File: src/rtl/imem_loader_pkg.sv
// Shared types and constants for the instruction-memory stream loader.
package imem_loader_pkg;

  localparam int unsigned LEN_BYTES  = 2;
  localparam int unsigned WORD_BYTES = 4;

  typedef enum logic [3:0] {
    StIdle,
    StLenLo,
    StLenHi,
    StCollect,
    StWrite,
    StVerifyRd,
    StVerifyCmp,
    StDone,
    StError
  } loader_state_e;

endpackage

File: src/rtl/byte_word_packer.sv
// Packs bytes LSB-first into a 32-bit word; word_valid pulses alongside the 4th byte.
module byte_word_packer
  import imem_loader_pkg::*;
(
  input  logic        clk,
  input  logic        srst,
  input  logic        clr,
  input  logic        take,
  input  logic [7:0]  data,
  output logic [31:0] word,
  output logic        word_valid
);

  logic [1:0]  cnt_q;
  logic [31:0] sr_q;

  always_ff @(posedge clk) begin
    if (srst || clr) begin
      cnt_q <= 2'd0;
      sr_q  <= 32'd0;
    end else if (take) begin
      cnt_q <= cnt_q + 2'd1;
      sr_q  <= {data, sr_q[31:8]};
    end
  end

  // Combinational so the FSM can enter WRITE on the same edge the last byte lands.
  assign word_valid = take && (cnt_q == 2'(WORD_BYTES - 1));
  assign word       = sr_q;

endmodule

File: src/rtl/imem_stream_loader.sv
// Streams a length-prefixed byte image into instruction memory, then enables the CPU.
// Optional read-back check of every word is built when LOADER_VERIFY_EN is defined.
module imem_stream_loader
  import imem_loader_pkg::*;
#(
  parameter logic [63:0] BASE_ADDR = 64'h0,
  parameter int unsigned MAX_WORDS = 512
) (
  input  logic        clk,
  input  logic        srst,
  input  logic        start,
  input  logic        s_valid,
  input  logic [7:0]  s_data,
  output logic        s_ready,
  output logic [63:0] addr_ext,
  output logic        wen_ext,
  output logic        ren_ext,
  output logic [31:0] wdata_ext,
  input  logic [31:0] rdata_ext,
  output logic        cpu_enable,
  output logic        busy,
  output logic        done,
  output logic        error,
  output logic [15:0] words_done
);

  localparam int unsigned HdrBits = LEN_BYTES * 8;

  loader_state_e      state_q, state_d;
  logic [HdrBits-1:0] len_q, len_d;
  logic [15:0]        idx_q, idx_d;
  logic [15:0]        words_done_q, words_done_d;
  logic [HdrBits-1:0] len_full;
  logic               last_word;
  logic               take;
  logic               pack_clr;
  logic [31:0]        word;
  logic               word_valid;

  assign len_full  = {s_data, len_q[7:0]};
  assign last_word = (idx_q + 16'd1) == len_q;
  assign take      = s_valid && (state_q == StCollect);

`ifndef LOADER_VERIFY_EN
  logic unused_rdata;
  assign unused_rdata = ^rdata_ext;
`endif

  byte_word_packer u_packer (
    .clk        (clk),
    .srst       (srst),
    .clr        (pack_clr),
    .take       (take),
    .data       (s_data),
    .word       (word),
    .word_valid (word_valid)
  );

  always_ff @(posedge clk) begin
    if (srst) begin
      state_q      <= StIdle;
      len_q        <= '0;
      idx_q        <= 16'd0;
      words_done_q <= 16'd0;
    end else begin
      state_q      <= state_d;
      len_q        <= len_d;
      idx_q        <= idx_d;
      words_done_q <= words_done_d;
    end
  end

  always_comb begin
    state_d      = state_q;
    len_d        = len_q;
    idx_d        = idx_q;
    words_done_d = words_done_q;
    s_ready      = 1'b0;
    wen_ext      = 1'b0;
    ren_ext      = 1'b0;
    wdata_ext    = 32'd0;
    pack_clr     = 1'b0;
    case (state_q)
      StIdle: begin
        if (start) begin
          state_d      = StLenLo;
          len_d        = '0;
          idx_d        = 16'd0;
          words_done_d = 16'd0;
          pack_clr     = 1'b1;
        end
      end
      StLenLo: begin
        s_ready = 1'b1;
        if (s_valid) begin
          len_d[7:0] = s_data;
          state_d    = StLenHi;
        end
      end
      StLenHi: begin
        s_ready = 1'b1;
        if (s_valid) begin
          len_d = len_full;
          if (len_full == '0)                   state_d = StDone;
          else if (32'(len_full) > MAX_WORDS)   state_d = StError;
          else                                  state_d = StCollect;
        end
      end
      StCollect: begin
        s_ready = 1'b1;
        if (word_valid) state_d = StWrite;
      end
      StWrite: begin
        wen_ext      = 1'b1;
        wdata_ext    = word;
        words_done_d = words_done_q + 16'd1;
`ifdef LOADER_VERIFY_EN
        state_d = StVerifyRd;
`else
        if (last_word) begin
          state_d = StDone;
        end else begin
          idx_d   = idx_q + 16'd1;
          state_d = StCollect;
        end
`endif
      end
`ifdef LOADER_VERIFY_EN
      StVerifyRd: begin
        ren_ext = 1'b1;
        state_d = StVerifyCmp;
      end
      StVerifyCmp: begin
        if (rdata_ext != word) begin
          state_d = StError;
        end else if (last_word) begin
          state_d = StDone;
        end else begin
          idx_d   = idx_q + 16'd1;
          state_d = StCollect;
        end
      end
`endif
      default: state_d = state_q;
    endcase
  end

  // idx only advances when another word follows, so it stays below len.
  assign addr_ext   = BASE_ADDR + 64'(idx_q) * 64'(WORD_BYTES);
  assign done       = (state_q == StDone);
  assign error      = (state_q == StError);
  assign cpu_enable = done;
  assign busy       = !(state_q == StIdle || state_q == StDone || state_q == StError);
  assign words_done = words_done_q;

endmodule
File: config.mk
export PLATFORM = sky130hd
export DESIGN_NAME = imem_stream_loader
export DESIGN_NICKNAME = d
export VERILOG_FILES = /design/src/rtl/imem_loader_pkg.sv /design/src/rtl/byte_word_packer.sv /design/src/rtl/imem_stream_loader.sv
export SDC_FILE = /design/constraint.sdc
export NUM_CORES = 1
export LEC_CHECK = 0
export ABC_AREA = 1
export BUFFER_PORTS_ARGS = -buffer_cell sky130_fd_sc_hd__buf_2
export CAP_MARGIN = 20
export CELL_PAD_IN_SITES_DETAIL_PLACEMENT = 1
export CELL_PAD_IN_SITES_GLOBAL_PLACEMENT = 1
export CORE_MARGIN = 5
export CORE_UTILIZATION = 35
export CTS_CLUSTER_SIZE = 24
export DETAILED_ROUTE_END_ITERATION = 10
export PLACE_DENSITY_LB_ADDON = 0.1
export REMOVE_ABC_BUFFERS = 1
export SKIP_CTS_REPAIR_TIMING = 1
export SLEW_MARGIN = 30
export SYNTH_ARGS = -nofsm -noshare
export SYNTH_HDL_FRONTEND = slang
export SYNTH_SLANG_ARGS = --single-unit
export TNS_END_PERCENT = 20
File: constraint.sdc
create_clock -name clk -period 2.4 [get_ports clk]
set_input_delay 0.36 -clock clk [delete_from_list [all_inputs] [get_ports clk]]
set_output_delay 0.36 -clock clk [all_outputs]
set_load 0.01 [all_outputs]
==> results of run 1 <==
## cell type report
type                       instances  area (µm²)  area share (%)
multi-input combinational        551        2590           45.47
sequential                        86        1723           30.25
clock inverter                     7       48.80          0.8568
clock buffer                       9       225.2           3.954
timing repair buffer              96       534.3           9.380
inverter                          93       349.1           6.129
tap                              180       225.2           3.954
## report_power, final
part           switching (µW)  leakage, µW  total [µW]  internal (µW)
combinational             795      0.00151        1170            372
sequential                119     0.000696        1670           1550
clock                     622     0.000136        1330            703
total                    1540      0.00234        4160           2630
## metal layers
layer / vias to the layer above / track usage [%] / routed length, µm
met5: - / 0 / 0
met4: 0 / 5.003 / 201
met3: 14 / 3.321 / 542
met2: 92 / 30.27 / 7126
met1: 2303 / 22.81 / 6667
li1: 2484 / - / -
## through the flow
stage | utilization (%) | setup slack (ns) | hold slack [ns] | total power [µW] | instance area, µm²
6_report | 41.19 | 0.2001 | 0.3037 | 4161 | 5695
5_1_grt | 41.19 | 0.01424 | 0.3061 | 4448 | 5695
4_1_cts | 40.77 | 0.05387 | 0.2957 | 4192 | 5638
3_5_place_dp | 38.79 | 0.09574 | 0.4537 | 2855 | 5364
3_3_place_gp | 38.79 | 0.1814 | 0.4488 | 2825 | 5364
2_1_floorplan | - | -1.289 | 0.4224 | 2443 | 4623
## sequential cells by signal, indices dropped and copies added, names as in the netlist
| signal | count |
|---|---|
| state_q | 4 |
| u_packer.word | 32 |
| words_done | 16 |
| idx_q | 16 |
| u_packer.cnt_q | 2 |
| len_q | 16 |
## cells by family (layout without fill, tap and decap cells)
family	after synthesis	after routing	share of synthesized area, %
AND/OR/NAND/NOR	369	369	32.49
adder cells (fa/ha/maj)	3	3	0.7609
AO/OA/AOI/OAI	125	125	13.57
other	1	49	0.07601
XOR/XNOR	5	5	1.192
flip-flops	86	86	34.90
buffers and inverters	170	205	17.02
## placed cells by master, fill, tap and decap left out, types with 4 or more instances in the layout
master,synthesis,layout
nand3b_1,4,4
buf_4,50,13
nor3_1,10,9
dfxtp_1,86,85
clkbuf_16,0,9
nor2_4,4,5
nand4_1,16,16
o21ai_0,28,27
conb_1,1,49
nand3_1,47,46
buf_2,5,81
nor2_1,72,69
inv_1,91,91
nor2_2,4,6
nand2_1,200,200
a21oi_1,81,81
## worst max-delay path, delay by kind of cell, from the launching register on
family	cells	cell delay, ns
AO/OA/AOI/OAI	1	0.12
adder cells (fa/ha/maj)	1	0.22
flip-flops	1	0.37
AND/OR/NAND/NOR	13	1.42
## worst paths after layout
kind,start,endpoint,cells after the start
worst max-delay path,idx_q[0]$_SDFFE_PP0P_,idx_q[10]$_SDFFE_PP0P_,15
worst min-delay path,s_data[7],len_q[7]$_SDFFE_PP0P_,3
worst max register to register,idx_q[0]$_SDFFE_PP0P_,idx_q[10]$_SDFFE_PP0P_,15
worst min register to register,u_packer.word[0]$_SDFFE_PP0P_,u_packer.word[0]$_SDFFE_PP0P_,2
==> reports/qor.txt, run 1 <==
Critical-path maximum fanout: 16
Clock skew: 0.009278 ns
PD cells: 730.6 nW/µm²
Remaining DRCs: 0
Synth top area share: 34.90%
Setup CP Type: flop to flop
Top Ports: 163
Full die area: 16570 µm²
Ys async rst share: 0%
Actual slew at the worst max-slew pin: 0.6065 ns
Worst Path Required: 2.69 ns
Via count: 4893
Initial Util: 35.68%
# port buffers: 81
Worst R2R Setup Slack: 0.20 ns
Tmin final: 2.200 ns
Dominant cell type by area after synthesis: dfxtp_1
Area Overhead vs Synth: 15.45%
Global-route wire length before repair: 23880 µm
# rows: 43
Clk sinks: 86
Routed len/inst: 14.22 µm
Pin count of the biggest net entering global routing: 35
Gr ovfl total: 0
Clk buf depth: 2
EDFF count, synth: 0
Core Area: 13830 µm²
Post-synth cell types: 40
Final hold violation count: 0
Layout cells sized above 1: 16.98%
Top-count cell post-synth: nand2_1
Crit-path cells: ha_2 -> nand2_2 -> nor2_4 -> nand2_1 -> nand2_1 -> nand2_1 -> nand2_1 -> nand2_1 -> nor2_1 -> nand3_1 -> nor2_2 -> nand3_2 -> nand2_8 -> nand2_1 -> a21oi_2
Die Ht: 128.7 µm
DP Wirelength: 10870 µm
Startpoint Class: flop
Slew margin rel.: 59.42%
Critical Path End Type: flop
Max Clock Freq: 0.4546 GHz
MaxCap Viol Count: 0
Slowest CP cell: dfxtp_2
Worst-path clk slew: 0.07 ns
Vias in the first global route: 4902
Setup TNS: 0 ns
Placed cell count: 1003
Yosys reg bits: 86
Outcome: finished, final reports clean
Initial antenna violation count: 0
Average size of a mapped cell: 6.500 µm²
Synthesis Warnings: 0
CTS root buf: clkbuf_16
VDD IR max: 0.3220 mV
Post-synth top cells: 200 x nand2_1, 91 x inv_1, 86 x dfxtp_1
CP max stage delay: 0.37 ns
Static leakage: 0.002341 µW
WL final: 14540 µm
CTS buffer count: 9
Clock Latency Late Sink: 0.35 ns
H-Tree Depth: 3
Die Span X: 128.7 µm
RePlAce Congestion: 0.8610
Final setup fails: 0
CTS tree: done
RSZ-0062 raised after global routing: no
CP most frequent cell: nand2_1
First-pass iteration count of the detailed router: 4
Mapped Area: 4933 µm²
Total GRT Usage: 17.71%
Number of diodes: 0
# nets final: 884
Fillers: 1883
Seq/Total Area, Yosys: 34.90%
Main synth FF type: dfxtp_1
Worst hold path class: input port to flop
ANT nets after route: 0
Cells after Synth: 759
Number of DRC markers in iteration 0: 179
Synth area leaders: dfxtp_1 35%, nand2_1 15%, a21oi_1 8.2%
Non-filler cells, final: 1022
Final worst-path cycle share: 91.66%
Worst endpoint data arrival time: 2.49 ns
Fin. max-slew vios: 0
Vias per cell: 4.788
Power figures use the tool's default switching activity.
==> run 2, diff against run 1 <==
- CORE_UTILIZATION: 35 -> 36
- CTS_BUF_LIST: unset -> sky130_fd_sc_hd__clkbuf_4 sky130_fd_sc_hd__clkbuf_8
- SYNTH_HIERARCHICAL: unset -> 1
==> run 2 against run 1 <==
  * Clock-buffer cell count rose by 1
  * Synthesized cell count up 17%
  * Non-clock buffer count increased by 4
  * Sequential power is 14% higher
  * Final area is 5.1% higher
  * Final cell count up 13%
  * Worst hold slack lost 0.032 ns
  * Flip-flop and latch count is the same
  * Area after synthesis increased by 8.3%
  * Largest cell class unchanged
==> reports/qor.txt, run 2 <==
Outcome: finished, final reports clean
Slowest CP cell: dfxtp_1
Cells after Synth: 885
Grt met1 use: 21.90%
Number of diodes: 0
M3 GR Usage: 4.427%
ANT nets after route: 0
Clk buf depth: 2
Most common cell after layout, fill and taps aside: nand2_1
Multi-input gate area: 2780 µm²
H-Tree Depth: 3
# port buffers: 81
# rows: 44
Worst endpoint data arrival time: 1.86 ns
Initial antenna violation count: 0
Sequential cell area: 1725 µm²
Post-synth top cells: 244 x nand2_1, 171 x nor2_1, 132 x inv_1
Full die area: 17380 µm²
Critical Path End Type: output pin
DP Worst Slack: 0.1261 ns
Mapped Area: 5344 µm²
Total GRT Usage: 16.86%
Busiest grt layer: met2
Cell count along the critical path: 7
WL final: 14480 µm
Core Area: 14530 µm²
Die Span X: 131.8 µm
Remaining DRCs: 0
Actual slew at the worst max-slew pin: 0.6428 ns
Max FFs per register: 32
Final setup fails: 0
Buf+Inv Stages, Crit Path: 4
Synth area leaders: dfxtp_1 32%, nand2_1 17%, nor2_1 12%
RSZ-0062 raised after global routing: yes
VDD IR max: 0.3426 mV
Vias in the first global route: 5217
Most frequent cells in the layout: 243 x nand2_1, 166 x nor2_1, 132 x inv_1
Average size of a mapped cell: 6.038 µm²
Area Overhead vs Synth: 11.96%
RePlAce Congestion: 0.7813
CTS buffer count: 9
Reg2Reg Depth: 17
Slew margin rel.: 57.14%
Top Ports: 163
Max Clock Freq: 0.4501 GHz
First-pass iteration count of the detailed router: 4
Synth top area share: 32.22%
CP delay by family, top: buffers and inverters
Clock skew: 0.009913 ns
CTS root buf: clkbuf_8
Sw Pwr: 2078 µW
Number of DRC markers in iteration 0: 193
Dominant cell type by area after synthesis: dfxtp_1
Vias per cell: 4.602
Initial Util: 36.77%
Static leakage: 0.002643 µW
Crit-path cells: nor2_2 -> inv_1 -> nor3_4 -> inv_1 -> buf_6 -> nor2_1 -> buf_2
Critical-path maximum fanout: 32
CP most frequent cell: inv_1
Fillers: 2034
Routed len/inst: 12.56 µm
Die Ht: 131.8 µm
Met2 Usage GRT: 27.65%
Min Hold Slack: 0.2714 ns
Fin. max-slew vios: 0
Sw Ratio: 43.15%
Setup TNS: 0 ns
Worst Path Required: 2.04 ns
Final worst-path cycle share: 92.56%
Setup WS post-layout: 0.1785 ns
Sequential power share: 39.4%
Pin count of the biggest net entering global routing: 69
Top-count cell post-synth: nand2_1
Global-route wire length before repair: 24780 µm
Clock Latency Late Sink: 0.38 ns
Final total power: 4817 µW
Yosys reg bits: 86
Pint: 2738 µW
CTS tree: done
Post-synth cell types: 35
Tmin final: 2.222 ns
Ys async rst share: 0%
CP max stage delay: 0.37 ns
Startpoint Class: flop
EDFF count, synth: 0
Worst-path clk slew: 0.10 ns
Hold path cells: 3
Setup CP Type: flop to output pin
# nets final: 1011
Worst hold path class: input port to flop
Seq/Total Area, Yosys: 32.22%
DP Wirelength: 10730 µm
MaxCap Viol Count: 0
Main synth FF type: dfxtp_1
Final hold violation count: 0
Clock share of power: 20.7%
Via count: 5306
Layout cells sized above 1: 14.14%
PD cells: 805.0 nW/µm²
Clk sinks: 86
Synthesis Warnings: 6
Gr ovfl total: 0
Worst R2R Setup Slack: 0.22 ns
Logic gate share of total power: 39.9%
==> run 2: cell families (layout without fill, tap and decap cells) <==
logic type	count (synthesis)	count (layout)	share of synthesized area (%)
AOI/OAI and AO/OA	74	74	7.914
adders and majority gates	3	3	0.7025
and+or+nand+nor	507	507	39.08
other	1	49	0.07017
DFF	86	86	32.22
buffers and inverters	212	248	19.69
xor gates and xnor gates	2	2	0.3279
==> run 2: worst paths after layout <==
kind | start | end
setup / recovery | state_q[1]$_SDFFE_PP0P_ | wdata_ext[27]
hold / removal | s_data[5] | len_q[13]$_SDFFE_PP0P_
setup reg to reg | idx_q[0]$_SDFFE_PP0P_ | idx_q[5]$_SDFFE_PP0P_
hold reg to reg | u_packer/word[1]$_SDFFE_PP0P_ | u_packer/word[1]$_SDFFE_PP0P_
==> run 2: cell type report <==
type	count	share of cell area (%)
tap	184	3.848
clock buffer	10	2.196
multi-input combinational	635	46.47
inverter	132	8.281
sequential	86	28.84
timing repair buffer	100	9.619
clock inverter	6	0.7528
==> run 2: per-stage QoR <==
stage | instance area [µm²] | util, % | instances
after floorplan | 4967 | - | 853
after global placement | 5752 | 39.57 | 1136
after detailed placement | 5752 | 39.57 | 1136
after CTS | 5928 | 40.79 | 1152
after global routing | 5983 | 41.17 | 1153
final | 5983 | 41.17 | 1153
==> run 2: worst min-delay path: cells and delay by family <==
family                 cells  cell delay [ns]
AO/OA/AOI/OAI              1             0.05
AND/OR/NAND/NOR            1             0.07
buffers and inverters      1             0.13
==> run 2: power groups by stage <==
stage / sequential [µW] / clock (µW) / combinational (µW)
2_1_floorplan: 1900 / 0 / 1280
3_3_place_gp: 1930 / 0 / 1880
3_5_place_dp: 1930 / 0 / 1900
4_1_cts: 1900 / 1050 / 1920
5_1_grt: 1950 / 1100 / 2230
6_report: 1900 / 996 / 1920
==> run 2: metal layers <==
metal  share of wire [%]  vias to the layer above
met5                   0                        -
met4                 1.4                        0
met3                 4.2                       13
met2                  45                       94
met1                  50                     2419
li1                    -                     2780
